**src/rtl/serial_subtractor_pkg.sv**
```systemverilog
// ----------------------------------------------------------------------------
// serial_subtractor_pkg
// Shared definitions for the bit-serial subtractor:
//   - WIDTH_DEFAULT : default operand/result width
//   - state_e       : FSM state encoding (IDLE / SHIFT / DONE, 2'd3 illegal)
//   - sub_ovf()     : two's-complement overflow rule for a - b
// ----------------------------------------------------------------------------
package serial_subtractor_pkg;

  localparam int unsigned WIDTH_DEFAULT = 32'd8;

  typedef enum logic [1:0] {
    IDLE  = 2'd0,
    SHIFT = 2'd1,
    DONE  = 2'd2
  } state_e;

  // Overflow of a - b: operands of differing sign and a result whose sign
  // differs from the minuend.
  function automatic logic sub_ovf(input logic a_msb,
                                   input logic b_msb,
                                   input logic d_msb);
    return (a_msb != b_msb) && (d_msb != a_msb);
  endfunction

endpackage

```
**src/rtl/serial_subtractor_full_subtractor.sv**
```systemverilog
// ----------------------------------------------------------------------------
// full_subtractor
// One-bit combinational full subtractor computing x - y - bin. Its port list
// mirrors the full-adder cell (x, y, carry-in -> sum, carry-out).
// Ports:
//   x    : minuend bit
//   y    : subtrahend bit
//   bin  : borrow in
//   d    : difference bit
//   bout : borrow out
// ----------------------------------------------------------------------------
module full_subtractor (
  input  logic x,
  input  logic y,
  input  logic bin,
  output logic d,
  output logic bout
);

  assign d    = x ^ y ^ bin;
  assign bout = (~x & y) | (~(x ^ y) & bin);

endmodule

```
**src/rtl/serial_subtractor.sv**
```systemverilog
// ----------------------------------------------------------------------------
// serial_subtractor
// Bit-serial WIDTH-bit subtractor: computes a - b one bit per clock, LSB
// first, through a single full_subtractor cell with a registered borrow.
// Start/done handshake; results hold until the next completed operation.
// Ports:
//   clk   : clock, rising edge
//   rst   : synchronous active-high reset
//   start : request a subtraction, accepted only while ready=1
//   a, b  : minuend / subtrahend, captured on the accepted start edge
//   ready : high while idle
//   done  : one-cycle pulse when diff/bout/ovf are updated
//   diff  : a - b modulo 2^WIDTH
//   bout  : unsigned borrow (a < b)
//   ovf   : two's-complement overflow of a - b
// ----------------------------------------------------------------------------
module serial_subtractor
  import serial_subtractor_pkg::*;
#(
  parameter int unsigned WIDTH = WIDTH_DEFAULT
) (
  input  logic             clk,
  input  logic             rst,
  input  logic             start,
  input  logic [WIDTH-1:0] a,
  input  logic [WIDTH-1:0] b,
  output logic             ready,
  output logic             done,
  output logic [WIDTH-1:0] diff,
  output logic             bout,
  output logic             ovf
);

  localparam int unsigned      CNT_W    = $clog2(WIDTH);
  localparam logic [CNT_W-1:0] CNT_LAST = CNT_W'(WIDTH - 1);
  localparam logic [CNT_W-1:0] CNT_ONE  = CNT_W'(1);

  state_e           state_q, state_d;
  logic [CNT_W-1:0] cnt_q, cnt_d;
  logic [WIDTH-1:0] a_q, a_d;
  logic [WIDTH-1:0] b_q, b_d;
  // Only WIDTH-1 partial bits are stored; the last bit joins them directly
  // on the final edge.
  logic [WIDTH-2:0] res_q, res_d;
  logic             brw_q, brw_d;
  logic [WIDTH-1:0] diff_q, diff_d;
  logic             bout_q, bout_d;
  logic             ovf_q, ovf_d;
  logic             ready_q, ready_d;
  logic             done_q, done_d;

  logic             cell_d_s;
  logic             cell_bout_s;
  logic [WIDTH-1:0] res_cat_s;

  full_subtractor u_cell (
    .x    (a_q[0]),
    .y    (b_q[0]),
    .bin  (brw_q),
    .d    (cell_d_s),
    .bout (cell_bout_s)
  );

  // Next-state, datapath shifting and result loading.
  always_comb begin
    state_d   = state_q;
    cnt_d     = cnt_q;
    a_d       = a_q;
    b_d       = b_q;
    res_d     = res_q;
    brw_d     = brw_q;
    diff_d    = diff_q;
    bout_d    = bout_q;
    ovf_d     = ovf_q;
    res_cat_s = {cell_d_s, res_q};

    case (state_q)
      IDLE: begin
        if (start) begin
          state_d = SHIFT;
          a_d     = a;
          b_d     = b;
          res_d   = {(WIDTH-1){1'b0}};
          brw_d   = 1'b0;
          cnt_d   = {CNT_W{1'b0}};
        end else begin
          state_d = IDLE;
        end
      end

      SHIFT: begin
        a_d   = {1'b0, a_q[WIDTH-1:1]};
        b_d   = {1'b0, b_q[WIDTH-1:1]};
        brw_d = cell_bout_s;
        res_d = res_cat_s[WIDTH-1:1];
        if (cnt_q == CNT_LAST) begin
          // On the last bit the operand LSBs are the original MSBs, so the
          // overflow rule needs no separately captured sign bits.
          state_d = DONE;
          diff_d  = res_cat_s;
          bout_d  = cell_bout_s;
          ovf_d   = sub_ovf(a_q[0], b_q[0], cell_d_s);
        end else begin
          state_d = SHIFT;
          cnt_d   = cnt_q + CNT_ONE;
        end
      end

      DONE: begin
        state_d = IDLE;
      end

      default: begin
        // Illegal encoding recovers to IDLE.
        state_d = IDLE;
      end
    endcase

    ready_d = (state_d == IDLE);
    done_d  = (state_d == DONE);
  end

  // State, datapath and output registers with synchronous reset.
  always_ff @(posedge clk) begin
    if (rst) begin
      state_q <= IDLE;
      cnt_q   <= {CNT_W{1'b0}};
      a_q     <= {WIDTH{1'b0}};
      b_q     <= {WIDTH{1'b0}};
      res_q   <= {(WIDTH-1){1'b0}};
      brw_q   <= 1'b0;
      diff_q  <= {WIDTH{1'b0}};
      bout_q  <= 1'b0;
      ovf_q   <= 1'b0;
      ready_q <= 1'b1;
      done_q  <= 1'b0;
    end else begin
      state_q <= state_d;
      cnt_q   <= cnt_d;
      a_q     <= a_d;
      b_q     <= b_d;
      res_q   <= res_d;
      brw_q   <= brw_d;
      diff_q  <= diff_d;
      bout_q  <= bout_d;
      ovf_q   <= ovf_d;
      ready_q <= ready_d;
      done_q  <= done_d;
    end
  end

  assign ready = ready_q;
  assign done  = done_q;
  assign diff  = diff_q;
  assign bout  = bout_q;
  assign ovf   = ovf_q;

endmodule
```
**config.mk**
```make
export PLATFORM = sky130hd
export DESIGN_NAME = serial_subtractor
export DESIGN_NICKNAME = d
export VERILOG_FILES = /design/src/rtl/serial_subtractor_pkg.sv /design/src/rtl/serial_subtractor_full_subtractor.sv /design/src/rtl/serial_subtractor.sv
export SDC_FILE = /design/constraint.sdc
export NUM_CORES = 1
export LEC_CHECK = 0
export CORE_MARGIN = 4
export CORE_UTILIZATION = 46
export CTS_CLUSTER_SIZE = 16
export DETAILED_ROUTE_END_ITERATION = 8
export HOLD_SLACK_MARGIN = 0.03
export PLACE_DENSITY = 0.77
export SLEW_MARGIN = 20
export SYNTH_ARGS = -nofsm -noshare
export SYNTH_HDL_FRONTEND = slang
export SYNTH_SLANG_ARGS = --single-unit
```
**constraint.sdc**
```tcl
create_clock -name clk -period 1.4 [get_ports clk]
set_input_delay 0.14 -clock clk [delete_from_list [all_inputs] [get_ports clk]]
set_output_delay 0.14 -clock clk [all_outputs]
set_load 0.05 [all_outputs]
```
Word-level counts from Yosys, hierarchy flattened
Cells that the tools add are included.

Add/sub/neg operators: 1. Multiply operators: 0. Div/mod/pow operators: 0. Magnitude comparators: 0. Equality and inequality tests: 7. Shift operators: 0. Mux-type cells: 14. Bitwise logic cells: 7. Reduce and logical (&&, ||, !) cells: 7.

Operators with widths (count): $pmux W8 S2 (2); $mux W8 (2); $pmux W7 S2 (1); $mux W7 (1); $mux W3 (2); $pmux W3 S2 (1); $logic_not A2 Y1 (2); $ne A2 B2 Y1 const B (2); $pmux W2 S2 (1); $reduce_and A2 Y1 (2); $add A3 B1 Y3 const B (1); $eq A3 B3 Y1 const B (1); $reduce_and A3 Y1 (1); $and A1 B1 Y1 (2); $eq A2 B1 Y1 const B (1); $eq A2 B2 Y1 const B (1); $mux W1 (2); $mux W2 (1); $ne A1 B1 Y1 (2); $not A1 Y1 (2); $pmux W1 S2 (1); $reduce_bool A2 Y1 (1); $xor A1 B1 Y1 (2); $logic_and A1 B1 Y1 (1); $or A1 B1 Y1 (1).

Flip-flop bits (word level): 41. Latch bits: 0. Bits in writable memories: 0. Bits in read-only memories: 0. Input port bits: 19. Memories kept: 0.

Logic depth before layout (Yosys ltp)
Gate-level depths: netlist (run 1).

Depth after elaboration: 5. Depth in mapped cells: 7.

Cells and area by module
From an unflattened synthesis (run 1), not the netlist that was laid out.

Cells, all modules: 181. Area, all modules: 1689.1 um2.

Modules (own cells, without submodules): serial_subtractor (instances 1, cells an instance 177, area an instance 1657.8 um2, seq. area each 820.8 um2); full_subtractor (instances 1, cells an instance 4, area an instance 31.3 um2, seq. area each 0.0 um2).

Least setup slack after synthesis (run 1)
OpenSTA, ideal clock, no wires.

Path type: reg-to-reg. From: register b_q[0]. To: register ovf_q, in the netlist ovf. Library setup time: 71 ps. Arrival: 1425 ps. Required time: 1329 ps. Setup slack: -96 ps. Stages on the path, launching flop included: 6. Path buffers: 0. Clock period less this slack: 1496 ps. Path through: dfxtp_1 > inv_1 > fa_1 > xnor2_1 > or3_1 > a21oi_1.

Longest elaborated chain between the ends: 4. Elaborated cells on any way between the ends: 5. Those cells by class: eq/ne (2); bitwise (2); reduce/logical (1).

Ends and longest elaborated chain: start, declared (RTL line serial_subtractor.sv:41) `logic [WIDTH-1:0] b_q, b_d;`; start signal, assigned (RTL line serial_subtractor.sv:129) `b_q <= {WIDTH{1'b0}};`; $xor A1 B1 Y1 (2 in series) (RTL line serial_subtractor_full_subtractor.sv:20) `assign d = x ^ y ^ bin;`; net cell_d_s (RTL line serial_subtractor.sv:52) `logic cell_d_s;`; $ne A1 B1 Y1 (RTL line serial_subtractor_pkg.sv:23) `return (a_msb != b_msb) && (d_msb != a_msb);`; $logic_and A1 B1 Y1 (RTL line serial_subtractor_pkg.sv:23); end signal, assigned (RTL line serial_subtractor.sv:146) `ovf_q <= ovf_d;`; end, declared (RTL line serial_subtractor.sv:48) `logic ovf_q, ovf_d;`.

The timed path passes the listed nets, and every way through them passes these cells. A chain may end at the register's enable or synchronous reset.

Worst setup path in the final report (run 1)
From: register brw_q. To: register ovf_q, in the netlist ovf.

Longest elaborated chain between the ends: 3.

Ends and longest elaborated chain: start, declared (RTL line serial_subtractor.sv:45) `logic brw_q, brw_d;`; start signal, assigned (RTL line serial_subtractor.sv:143) `brw_q <= brw_d;`; $xor A1 B1 Y1 (RTL line serial_subtractor_full_subtractor.sv:20); net cell_d_s (RTL line serial_subtractor.sv:52); $ne A1 B1 Y1 (RTL line serial_subtractor_pkg.sv:23); $logic_and A1 B1 Y1 (RTL line serial_subtractor_pkg.sv:23).

The timed path passes the listed nets, and every way through them passes these cells.

==> metrics, run 1 <==
Post-synth top flop dfxtp_1; critical path's slowest cell fa_1; # fillers 321; CP endpoint kind flop; Rel. slew slack 81.4%; Synth Cell Area 0.00173 mm^2; area delta synth->final 33.4%; met1 wire length 1470 um; hold_buf cts 0; area of the multi-input gates 836 um^2; core box area 0.00363 mm^2; CP top delay family adder cells; synth warn 0; clk slew on worst S/H paths 0.08 ns; Rows 22; chip width 69.3 um; failing checks negative setup slack; CTS Sinks 41; syn avg cell area 9.40 um^2; CP Buf/Inv Count 1; async set or reset register ratio after synthesis 0%; global-route wire length before repair 5480 um; Synth Register Bits 41; drt total wl 3300 um; TritonRoute pass-1 iters 4; HPWL Detailed 2320 um; Hold/Removal Path Class flop to flop; setup slack after layout -0.111 ns; max cap viols 0; Worst Path Required 1.63 ns; Post-Synthesis Cells 184; worst hold slack 0.458 ns; WL met2 1630 um; largest net degree at the start of global routing 26; Tot GR Track Use 14.3%; Setup CP Type flop to flop; CP Cell Sequence inv_2, fa_1, xnor2_1, or3_1, a21oi_2; worst-margin pin slew 0.276 ns; CP Launch Type flop; routed via count 1,367; initial antenna violation count 0; CP max FO 2; Setup Skew 0.00495 ns; largest cells by area after synthesis dfxtp_1 (47%), mux2i_1 (6.9%), nor2_1 (6.1%); number of port buffers 30; RSZ-0062 raised after global routing true; CTS max path bufs 2; CTS Buf Count 5; Fmax achieved 662 MHz; CTS tree built; Post-CTS Setup Bufs 0; Post-synth EDFFs 0; post-synth cell types 29; diodes inserted 0; Worst VDD drop 0.621 mV; Initial Util 47.6%; Cell Count Post-Placement 264; Yosys top cell by area dfxtp_1; sequential share of the synthesized area 47.5%; Ports 31; max-slew violations 0; H-tree depth 2; Antenna Nets Post-Route 0; fin crit period 1.51 ns; drt via density 5.03; Final Cycle Share 108%; drt drc 0; layout cells sized above 1 27.2%; Initial DRC Count 103; highest routed layer met4; grt ovf 0; Post-Syn Nets 207; max incr delay on CP 0.50 ns; CTS root buffer clkbuf_8; wire per inst 12.1 um; pwr dens 1170 mW/mm^2; Yosys top cell area share 47.5%; WL met3 149 um; Final #Nets 246; chip height 69.3 um; setup violators final 1; Die Footprint 0.00480 mm^2; vias in the first global route 1,239; WP data arrival 1.74 ns; Layout Cells excl Fill 272; leak pwr 0.000900 uW; storage element area 827 um^2; RePlAce Congestion 0.730; final hold violations 0; Worst-Skew Late Latency 0.29 ns; status finished, violations left
==> routing by layer <==
| layer | track usage (%) | vias to the layer above |
|---|---|---|
| li1 | - | 710 |
| met1 | 17.5 | 620 |
| met2 | 22.6 | 31 |
| met3 | 4.93 | 6 |
| met4 | 6.29 | 0 |
| met5 | 0 | - |
==> worst reg2reg max path, cell delays in order (launching register included) <==
cell     delay, ns
dfxtp_2       0.33
inv_2         0.04
fa_1          0.50
xnor2_1       0.14
or3_1         0.32
a21oi_2       0.12
==> timing repair <==
action	in CTS	in global routing
resized for setup	2	12
setup endpoints to repair	7	30
pin swaps	4	3
cloned	0	0
==> per-stage QoR <==
| step | utilization (%) | power [uW] | area, um^2 | TNS (ns) | worst slack [ns] |
|---|---|---|---|---|---|
| after floorplan | - | 1470 | 1750 | -0.0745 | -0.0745 |
| after global placement | 58.4 | 1590 | 2120 | -0.158 | -0.0473 |
| after detailed placement | 58.4 | 1600 | 2120 | -0.564 | -0.0905 |
| after CTS | 62.2 | 2700 | 2260 | -0.0912 | -0.0912 |
| after global routing | 63.5 | 2800 | 2310 | -0.262 | -0.187 |
| final | 63.5 | 2690 | 2310 | -0.111 | -0.111 |
==> Yosys cell counts, types with 2 or more instances <==
cell type / n
mux2i_1: 12
a211oi_1: 7
dfxtp_1: 41
nor4bb_1: 2
ha_1: 3
nor3_1: 2
buf_4: 2
inv_1: 4
a21oi_1: 14
nand2_1: 21
clkbuf_1: 3
a22oi_1: 10
buf_6: 4
buf_2: 7
or3b_2: 2
nand2b_1: 3
nor2_1: 28
a211oi_2: 6
a31oi_1: 3
==> where the power goes <==
| part | internal, uW | switching, uW |
|---|---|---|
| Sequential | 1220 | 32.4 |
| Clock | 708 | 406 |
| Combinational | 177 | 148 |
| Total | 2100 | 587 |
==> placed cells by master, fill, tap and decap left out, types with 2 or more instances in the layout <==
cell	count
buf_4	27
mux2i_1	12
a211oi_2	7
a22oi_1	9
nand2b_1	3
nor3_1	2
a31oi_1	3
nor2_1	27
a21oi_1	13
or3b_2	2
nand2_1	21
a211oi_1	6
ha_4	2
inv_1	2
clkdlybuf4s50_1	18
clkbuf_8	5
dfxtp_2	5
buf_12	2
bufinv_16	2
inv_2	2
dfxtp_1	36
==> state kept, by name, summed over array words and instances (netlist names) <==
register	count
a_q	8
brw_q	1
ready	1
b_q	8
ovf	1
state_q	2
res_q	7
cnt_q	3
done	1
diff	8
bout	1
==> area by class of cell <==
class	count	share of cell area (%)
Inverter	4	0.651
Multi-Input combinational cell	123	36.2
Clock buffer	5	2.98
Tap cell	48	2.60
Sequential cell	41	35.9
Clock inverter	3	2.82
Timing Repair Buffer	48	18.8
==> logic make-up (layout without fill, tap and decap cells) <==
| group | count (synthesis) | in the layout | share of synthesized area (%) |
|---|---|---|---|
| fa+ha+maj | 4 | 4 | 3.33 |
| flops | 41 | 41 | 47.5 |
| xor+xnor | 1 | 1 | 0.507 |
| mux | 12 | 12 | 6.95 |
| compound gates | 42 | 42 | 17.9 |
| buf+inv | 20 | 60 | 7.02 |
| simple gates | 64 | 64 | 16.9 |
==> final timing paths <==
check | startpoint | endpoint | slack [ns] | cells after the start
max reg2reg | brw_q | ovf | -0.11 | 5
min | diff[1] | diff[1] | 0.46 | 2
max | brw_q | ovf | -0.11 | 5
min reg2reg | diff[1] | diff[1] | 0.46 | 2
Power figures use the tool's default switching activity.
==> inputs of run 2 (changes only) <==
CORE_UTILIZATION = 35   (was 46)
PLACE_DENSITY = 0.62   (was 0.77)
==> run 2 against run 1 <==
The run still ends with negative setup slack left; setup slack better by 0.029 ns; global-route usage decreased by 2.8 points; first-iteration DRC count decreased by 36%; die area increased by 28%; final cell count grew 7.0%; maximum frequency increased by 2.0%; sequential power barely moved; sequential share of layout area rose by 0.18 points; critical path type unchanged; largest cell class unchanged; highest routed layer unchanged.
==> metrics, run 2 (synthesis gave the netlist of run 1 again) <==
status finished, violations left; failing checks negative setup slack; hold_buf cts 0 (unchanged); RePlAce Congestion 0.731 (about the same); Final #Nets 246 (unchanged); fin crit period 1.48 ns (-0.0294 ns); CTS Buf Count 5 (unchanged); P_int 1740 uW (-17%); CTS tree built; most common cell after layout, fill and taps aside dfxtp_1; clk slew on worst S/H paths 0.08 ns (about the same); Setup Skew 0.00740 ns (+0.00245 ns); Worst-Skew Late Latency 0.29 ns (about the same); layout cells sized above 1 26.3% (-0.89 points); Die Footprint 0.00613 mm^2 (+28%); final hold violations 0 (unchanged); CTS Sinks 41 (unchanged); Sw Ratio 25.1% (+3.2 points); Worst VDD drop 0.469 mV (-24%); Rel. slew slack 79.5% (-1.9 points); max-slew violations 0 (unchanged); Clk pwr share 32.2% (-9.3 points); wire per inst 11.3 um (-7.2%); number of port buffers 30 (unchanged); Rows 25 (+14%); Initial Util 36.4% (-11 points); pwr dens 1010 mW/mm^2 (-13%); RSZ-0062 raised after global routing true; H-tree depth 2 (unchanged); drt total wl 3280 um (-0.70%); core box area 0.00475 mm^2 (+31%); grt ovf 0 (unchanged); most frequent cells in the layout dfxtp_1 (36), nor2_1 (27), buf_4 (26), nand2_1 (21), clkdlybuf4s50_1 (18); Initial DRC Count 66 (-36%); TritonRoute pass-1 iters 4 (unchanged); # fillers 480 (+50%); area delta synth->final 32.7%; global-route wire length before repair 5610 um (+2.4%); Hold/Removal Path Class flop to flop; chip width 78.3 um (+13%); largest net degree at the start of global routing 28 (+7.7%); vias in the first global route 1,233 (-0.48%); routed via count 1,344 (-1.7%); max cap viols 0 (unchanged); R2R Setup Slk -0.08 ns (+0.03 ns); storage element area 827 um^2 (unchanged); diodes inserted 0 (unchanged); leak pwr 0.000880 uW (-2.3%); CP endpoint kind flop; final instance area 0.00229 mm^2 (-0.49%); switching power 582 uW (-0.81%); Final Power 2320 uW (-14%); chip height 78.3 um (+13%); drt drc 0 (unchanged); CP Launch Type flop; initial antenna violation count 0 (unchanged); CTS root buffer clkbuf_8; Ports 31 (unchanged); Antenna Nets Post-Route 0 (unchanged); Final Cycle Share 106% (-2.1 points); Fmax achieved 675 MHz (+2.0%); Tot GR Track Use 11.5% (-2.8 points); pre-CTS WS -0.0685 ns (+0.0220 ns); setup slack after layout -0.0815 ns (+0.0294 ns); setup violators final 1 (unchanged); CP max FO 2 (unchanged); Combinational Power Share 14.0% (+1.9 points); WP data arrival 1.71 ns (-0.03 ns); Seq pwr share 53.8% (+7.3 points); Post-Route Utilization 48.3% (-15 points); Worst Path Required 1.62 ns (about the same); Setup CP Type flop to flop; worst-margin pin slew 0.307 ns (+0.0319 ns); area of the multi-input gates 836 um^2 (unchanged); dpl cell area 0.00216 mm^2 (+1.7%); drt via density 4.62 (-8.1%); HPWL Detailed 2380 um (+2.5%); CTS max path bufs 2 (unchanged)
run 2: changes by cell type in the layout (fill, tap and decap cells not counted), sizes merged:
cell	change
clkinv	+1
clkinvlp	+1
bufinv	-2
run 2: final timing paths:
path         depth (start not counted)  startpoint       to
max                                  5      b_q[0]      ovf
min                                  2     diff[2]  diff[2]
min reg2reg                          2     diff[2]  diff[2]
max reg2reg                          5      b_q[0]      ovf
run 2: layer usage:
metal  global-route usage (%)  wire, um
met5                        0         0
met4                     4.20        20
met1                     14.7      1590
met2                     18.2      1550
met3                     3.67       129
run 2: stage by stage:
| stage | hold slack, ns | setup TNS (ns) | std cells |
|---|---|---|---|
| floorplan | 0.265 | -0.0745 | 184 |
| global placement | 0.446 | -0.138 | 283 |
| detailed placement | 0.451 | -0.262 | 283 |
| CTS | 0.463 | -0.0893 | 291 |
| global route | 0.482 | -0.157 | 291 |
| finish | 0.459 | -0.0815 | 291 |
run 2: what timing repair did:
action	CTS	global route
endpoints found under the setup margin	7	11
resized for setup	4	9
buffers inserted	0	0
pin swaps	2	2
run 2: area by class of cell:
type	count	area share, %
inverter	4	0.654
multi-input combinational	123	36.4
clock inverter	3	0.763
tap	67	3.65
clock buffer	5	3.00
sequential	41	36.0
timing repair buffer	48	19.5
run 2: power groups by stage:
stage	sequential (uW)	combinational, uW	clock [uW]
3_3_place_gp	1270	321	0
5_1_grt	1260	359	837
2_1_floorplan	1270	201	0
4_1_cts	1250	324	780
3_5_place_dp	1270	323	0
6_report	1250	326	747
run 2: worst max-delay path, stage by stage (launching register included):
cell and delay (ns):
dfxtp_2 0.33, inv_2 0.04, fa_1 0.50, xnor2_1 0.14
or3_1 0.30, a21oi_1 0.12
==> inputs of run 3 (changes only) <==
ABC_CLOCK_PERIOD_IN_PS = 1400   (was unset)
==> results of run 3 <==
Same layout as run 2: the final DEF is identical, and so are final timing and power.
